<file path="config.mk">
export PLATFORM = sky130hd
export DESIGN_NAME = pipelined_add_op
export DESIGN_NICKNAME = d
export VERILOG_FILES = /design/src/rtl/pucc_add_pkg.sv /design/src/rtl/add_op_segment.sv /design/src/rtl/pipelined_add_op.sv
export SDC_FILE = /design/constraint.sdc
export NUM_CORES = 1
export LEC_CHECK = 0
export BUFFER_PORTS_ARGS = -buffer_cell sky130_fd_sc_hd__buf_2
export CELL_PAD_IN_SITES_DETAIL_PLACEMENT = 1
export CELL_PAD_IN_SITES_GLOBAL_PLACEMENT = 2
export CORE_MARGIN = 1.5
export CORE_UTILIZATION = 38
export CTS_CLUSTER_DIAMETER = 100
export DETAILED_ROUTE_END_ITERATION = 10
export PLACE_DENSITY_LB_ADDON = 0.1
export SLEW_MARGIN = 20
export SYNTH_ARGS = -nofsm -noshare
export SYNTH_HDL_FRONTEND = slang
export SYNTH_SLANG_ARGS = --single-unit
</file>
<file path="constraint.sdc">
create_clock -name clk -period 2.85 [get_ports clk]
set_input_delay 0.285 -clock clk [delete_from_list [all_inputs] [get_ports clk]]
set_output_delay 0.285 -clock clk [all_outputs]
set_load 0.01 [all_outputs]
</file>
<file path="src/rtl/pucc_add_pkg.sv">
// Shared helpers for the pipelined adder: segment sizing and the signed-overflow rule.
// Imported by add_op_segment and pipelined_add_op.
package pucc_add_pkg;

  // Width of one carry-linked segment; the top level rejects non-integral splits.
  function automatic int seg_width(input int w, input int s);
    return w / s;
  endfunction

  // Two's-complement overflow: operands agree in sign but the result does not.
  function automatic logic ovf_flag(input logic lhs_msb, input logic rhs_msb, input logic res_msb);
    return (lhs_msb == rhs_msb) && (res_msb != lhs_msb);
  endfunction

endpackage

</file>
<file path="src/rtl/add_op_segment.sv">
// One SEG_WIDTH slice of the ripple-segmented adder; purely combinational.
// Zero latency, no flow control of its own.
module add_op_segment
  import pucc_add_pkg::*;
#(
  parameter int SEG_WIDTH = 8
) (
  input  logic [SEG_WIDTH-1:0] a,
  input  logic [SEG_WIDTH-1:0] b,
  input  logic                 cin,
  output logic [SEG_WIDTH-1:0] sum,
  output logic                 cout
);

  logic [SEG_WIDTH:0] total;

  assign total = {1'b0, a} + {1'b0, b} + {{SEG_WIDTH{1'b0}}, cin};
  assign sum   = total[SEG_WIDTH-1:0];
  assign cout  = total[SEG_WIDTH];

endmodule

</file>
<file path="src/rtl/pipelined_add_op.sv">
// Segmented add, one segment per stage; result valid STAGES cycles after acceptance, full throughput.
// Combinational ready chain stalls without loss; PIPELINED_ADD_OP_SUB_EN adds the sub (lhs - rhs) port.
module pipelined_add_op
  import pucc_add_pkg::*;
#(
  parameter int OPERAND_WIDTH = 32,
  parameter int STAGES        = 4,
  parameter int TAG_WIDTH     = 4
) (
  input  logic                     clk,
  input  logic                     rst_n,
  input  logic                     in_valid,
  output logic                     in_ready,
  input  logic [OPERAND_WIDTH-1:0] lhs,
  input  logic [OPERAND_WIDTH-1:0] rhs,
  input  logic [TAG_WIDTH-1:0]     in_tag,
`ifdef PIPELINED_ADD_OP_SUB_EN
  input  logic                     sub,
`endif
  output logic                     out_valid,
  input  logic                     out_ready,
  output logic [OPERAND_WIDTH-1:0] result,
  output logic                     carry_out,
  output logic                     overflow,
  output logic [TAG_WIDTH-1:0]     out_tag
);

  localparam int W    = OPERAND_WIDTH;
  localparam int SW   = seg_width(OPERAND_WIDTH, STAGES);
  localparam int LAST = STAGES - 1;
  localparam int TW   = TAG_WIDTH;

  if ((OPERAND_WIDTH % STAGES) != 0) begin : g_width_check
    $error("pipelined_add_op: OPERAND_WIDTH must be divisible by STAGES");
  end

  // Unconsumed operand bits are kept right-aligned so every stage adds bits [SW-1:0];
  // partial sums shift in from the top so segment 0 lands at bit 0 after the last stage.
  logic          vld_q [STAGES];
  logic          vld_d [STAGES];
  logic [W-1:0]  opa_q [STAGES];
  logic [W-1:0]  opa_d [STAGES];
  logic [W-1:0]  opb_q [STAGES];
  logic [W-1:0]  opb_d [STAGES];
  logic [W-1:0]  sum_q [STAGES];
  logic [W-1:0]  sum_d [STAGES];
  logic          cy_q  [STAGES];
  logic          cy_d  [STAGES];
  logic [TW-1:0] tag_q [STAGES];
  logic [TW-1:0] tag_d [STAGES];
  logic          ovf_q;
  logic          ovf_d;

  logic          v_x [STAGES];
  logic [W-1:0]  a_x [STAGES];
  logic [W-1:0]  b_x [STAGES];
  logic [W-1:0]  s_x [STAGES];
  logic          c_x [STAGES];
  logic [TW-1:0] t_x [STAGES];

  logic [SW-1:0] seg_sum  [STAGES];
  logic          seg_cout [STAGES];
  logic          adv      [STAGES+1];

  always_comb begin
    v_x[0] = in_valid;
    a_x[0] = lhs;
    s_x[0] = '0;
    t_x[0] = in_tag;
`ifdef PIPELINED_ADD_OP_SUB_EN
    b_x[0] = sub ? ~rhs : rhs;
    c_x[0] = sub;
`else
    b_x[0] = rhs;
    c_x[0] = 1'b0;
`endif
    for (int k = 1; k < STAGES; k++) begin
      v_x[k] = vld_q[k-1];
      a_x[k] = opa_q[k-1];
      b_x[k] = opb_q[k-1];
      s_x[k] = sum_q[k-1];
      c_x[k] = cy_q[k-1];
      t_x[k] = tag_q[k-1];
    end
  end

  for (genvar k = 0; k < STAGES; k++) begin : g_seg
    add_op_segment #(
      .SEG_WIDTH(SW)
    ) u_seg (
      .a   (a_x[k][SW-1:0]),
      .b   (b_x[k][SW-1:0]),
      .cin (c_x[k]),
      .sum (seg_sum[k]),
      .cout(seg_cout[k])
    );
  end

  always_comb begin
    adv[STAGES] = out_ready;
    for (int k = LAST; k >= 0; k--) begin
      adv[k] = !vld_q[k] || adv[k+1];
    end

    ovf_d = ovf_q;
    for (int k = 0; k < STAGES; k++) begin
      vld_d[k] = vld_q[k];
      opa_d[k] = opa_q[k];
      opb_d[k] = opb_q[k];
      sum_d[k] = sum_q[k];
      cy_d[k]  = cy_q[k];
      tag_d[k] = tag_q[k];
      if (adv[k]) begin
        vld_d[k] = v_x[k];
        // Data registers only load real ops so idle outputs keep their last value.
        if (v_x[k]) begin
          opa_d[k] = a_x[k] >> SW;
          opb_d[k] = b_x[k] >> SW;
          sum_d[k] = (s_x[k] >> SW) | (W'(seg_sum[k]) << (W - SW));
          cy_d[k]  = seg_cout[k];
          tag_d[k] = t_x[k];
        end
      end
    end

    // The last segment holds the operand sign bits and the result MSB.
    if (adv[LAST] && v_x[LAST]) begin
      ovf_d = ovf_flag(a_x[LAST][SW-1], b_x[LAST][SW-1], seg_sum[LAST][SW-1]);
    end
  end

  always_ff @(posedge clk or negedge rst_n) begin
    if (!rst_n) begin
      for (int k = 0; k < STAGES; k++) begin
        vld_q[k] <= 1'b0;
        opa_q[k] <= '0;
        opb_q[k] <= '0;
        sum_q[k] <= '0;
        cy_q[k]  <= 1'b0;
        tag_q[k] <= '0;
      end
      ovf_q <= 1'b0;
    end else begin
      for (int k = 0; k < STAGES; k++) begin
        vld_q[k] <= vld_d[k];
        opa_q[k] <= opa_d[k];
        opb_q[k] <= opb_d[k];
        sum_q[k] <= sum_d[k];
        cy_q[k]  <= cy_d[k];
        tag_q[k] <= tag_d[k];
      end
      ovf_q <= ovf_d;
    end
  end

  assign in_ready  = adv[0];
  assign out_valid = vld_q[LAST];
  assign result    = sum_q[LAST];
  assign carry_out = cy_q[LAST];
  assign overflow  = ovf_q;
  assign out_tag   = tag_q[LAST];

endmodule

</file>
==> results.ini <==
[die]
rows = 56
coreArea_um2 = 23300
initial_core_util = 0.386
die_h_um = 157
die_x_um = 157
dieArea_um2 = 24600
boundaryPins = 112

[worst_setup_path]
rr_worst_depth = 6
path_class = reg2reg
end_kind = register
cp_data_required_time_ps = 3240
startpoint_type = register
worstPathMaxFanout = 3
arrival_ps = 2890
reg2reg_slack_ps = 350
rr_startpoint = a_x[32]
timing.rr.end = c_x[0]

[timing]
finalHoldViolCount = 0
rsz0062_at_grt = false
tightest_slew_ps = 742
relSlewSlack = 0.506
fin_tns_setup_ps = 0
slew_viol_final = 0
final-setup-viol-count = 0
fmax_ghz = 0.400
skew_ps = 10.1
post-route-period-util = 0.878
period_needed_ps = 2500
holdWs_ps = 13.2

[pwr]
ir_worst_vdd_v = 0.000460
swShare = 0.322
power_leakage_nw = 5.39
power_density_nw_per_um2 = 943
switchingPower_mw = 3.38
seqPwrFrac = 0.414
pwr-share-clk = 0.298
combPwrFrac = 0.288
internal_power_mw = 7.11

[clock_network]
root_buffer = clkbuf_16
cts_hold_buf = 41
clkSinkCount = 201
path_clk_slew_ps = 60
htreeDepth = 1
postCtsSetupRepairBufs = 0
clock_latency_ps = 510
cts_tree = done
cts_resized = 0
clk_path_buf_depth = 3
tritoncts.num_buffers = 24

[cells_and_area]
multi_input_area_um2 = 3740
final_nets = 1077
post_route_cells_drive_above_1_share = 0.266
diodes = 0
fill_cells = 2549
syn_to_final_growth_pct = 23.6
ff_latch_area_um2 = 5030

[grt]
grtUsageTotal = 0.187
grt_antenna_before_repair = 0
grt_start_max_net_pins = 89
grt_pass1_wl_mm = 36.4
grt_pass1_vias = 7054
grt-ovfl-total = 0

[worst_hold_path]
hold_start = rhs[17]
whs_path_depth = 2
min_path_type = in2reg
holdPathEnd = b_x[73]

[yosys]
syn-instance-count = 811
synth_seq_cells = 201
synth_xor_area_frac = 0.00681
syn_avg_cell_area_um2 = 11.1
ys_seq_area_frac = 0.559
synth-main-ff-cell = dfrtp_1
ys_top_cells_by_count = nand2_1 (260), dfrtp_1 (201), mux2_2 (92), ha_1 (29), o21ai_0 (25)
async_reset_ff_frac = 1.00
synth_fa_ha_area_frac = 0.0559
syn-cell-area_um2 = 9000
synth_edf_count = 0
synth.distinct_cells = 51
post-synth-top-area-cell = dfrtp_1
synth_nets = 919
synth_top_family_by_area = simple AND/OR/NAND/NOR gates
synth_area_leaders = dfrtp_1 (56%), mux2_2 (12%), nand2_1 (11%)
yosys_warnings = 0
synth-simple-area-share = 0.151
synth_compound_gate_area_share = 0.0838
synth_top_area_share = 0.559
synth_most_common_cell = nand2_1
synth.area.mux_share = 0.116

[drt]
ant_nets = 0
routed_wl_mm = 21.9
remaining_drc_errors = 0
drtIter0Drc = 202
num_vias = 6450
wl_per_cell_um = 16.8
dr.pass1.iters = 4
vias_per_cell = 4.95

[placed_design]
io_buffers = 111
routabilityCongestion = 0.813
dp_hpwl_mm = 15.2

[flow_run]
maxCapViolCount = 0

[status]
status = completed

-- cell families after synthesis --
group,count (synthesis)
fa+ha+maj,36
buf+inv,47
flops,201
xor+xnor,7
compound gates,104
simple gates,323
mux,93
-- state kept, by name, summed over array words and instances (netlist names), 3 cells and up --
register and flops:
out_tag 4, c_x 3, v_x 3, s_x 48, a_x 48, result 32
b_x 48, t_x 12
-- power by group through the flow --
stage / Sequential [mW] / Clock, mW / Combinational [mW]
finish: 4.35 / 3.13 / 3.02
global route: 4.47 / 3.33 / 3.41
CTS: 4.36 / 3.22 / 3.07
detailed placement: 4.40 / 0 / 3.00
global placement: 4.36 / 0 / 2.90
floorplan: 4.30 / 0 / 1.97
-- placed cells by master (no fill, tap or decap), types with 3 or more instances in the layout --
cell and instances:
a2111o_1 6, a211oi_1 11, a21o_1 6, a21oi_1 14
buf_2 110, buf_4 10, bufinv_16 3, clkbuf_1 8
clkbuf_16 25, clkbuf_8 5, dfrtp_1 201, dlygate4sd3_1 41
fa_1 7, ha_1 29, inv_1 15, mux2_2 92
nand2_1 257, nand2_2 3, nand2b_1 5, nand3_1 8
nand4_1 5, nor2_1 10, nor2b_1 5, nor3_1 8
o211ai_1 5, o21ai_0 25, o21bai_1 3, o311a_1 5
o31a_1 3, o31ai_1 10, o41a_1 3, or2_2 5
xnor2_1 4, xor2_1 3
-- area by class of cell --
type                    instances  area share
multi-input cells             563       0.337
inverters                      15     0.00506
repair buffers                164      0.0980
well taps                     319      0.0359
flip-flops and latches        201       0.452
clock inverters                 4     0.00855
clock buffers                  37      0.0639
-- through the flow --
step / total power, mW / utilization / setup slack, ps / instances / cell area, µm²
after global placement: 7.27 / 0.425 / 417 / 1221 / 9910
after floorplan: 6.28 / - / 528 / 811 / 9000
after detailed placement: 7.40 / 0.425 / 352 / 1221 / 9910
after global routing: 11.2 / 0.477 / 255 / 1303 / 11100
after CTS: 10.7 / 0.477 / 343 / 1303 / 11100
final: 10.5 / 0.477 / 348 / 1303 / 11100
-- per-layer routing --
metal	up-vias	wire [µm]	GRT usage
li1	3095	-	-
met1	3225	10500	0.256
met2	96	10300	0.312
met3	34	696	0.0286
met4	0	403	0.0440
met5	-	0	0
-- worst max path at each step --
stage	startpoint	end	cells past startpoint
finish	a_x[32]	c_x[0]	6
global route	a_x[32]	c_x[0]	6
CTS	a_x[32]	c_x[0]	6
detailed placement	a_x[32]	c_x[0]	6
global placement	a_x[32]	c_x[0]	6
floorplan	a_x[32]	c_x[0]	6
-- critical path, cell delays in order (launching register included) --
cell and delay (ps):
dfrtp_1 390, fa_1 480, fa_1 420, a21oi_1 250
o21ai_0 160, o311a_1 350, o41a_1 330
(Power assumes the default switching activity.)
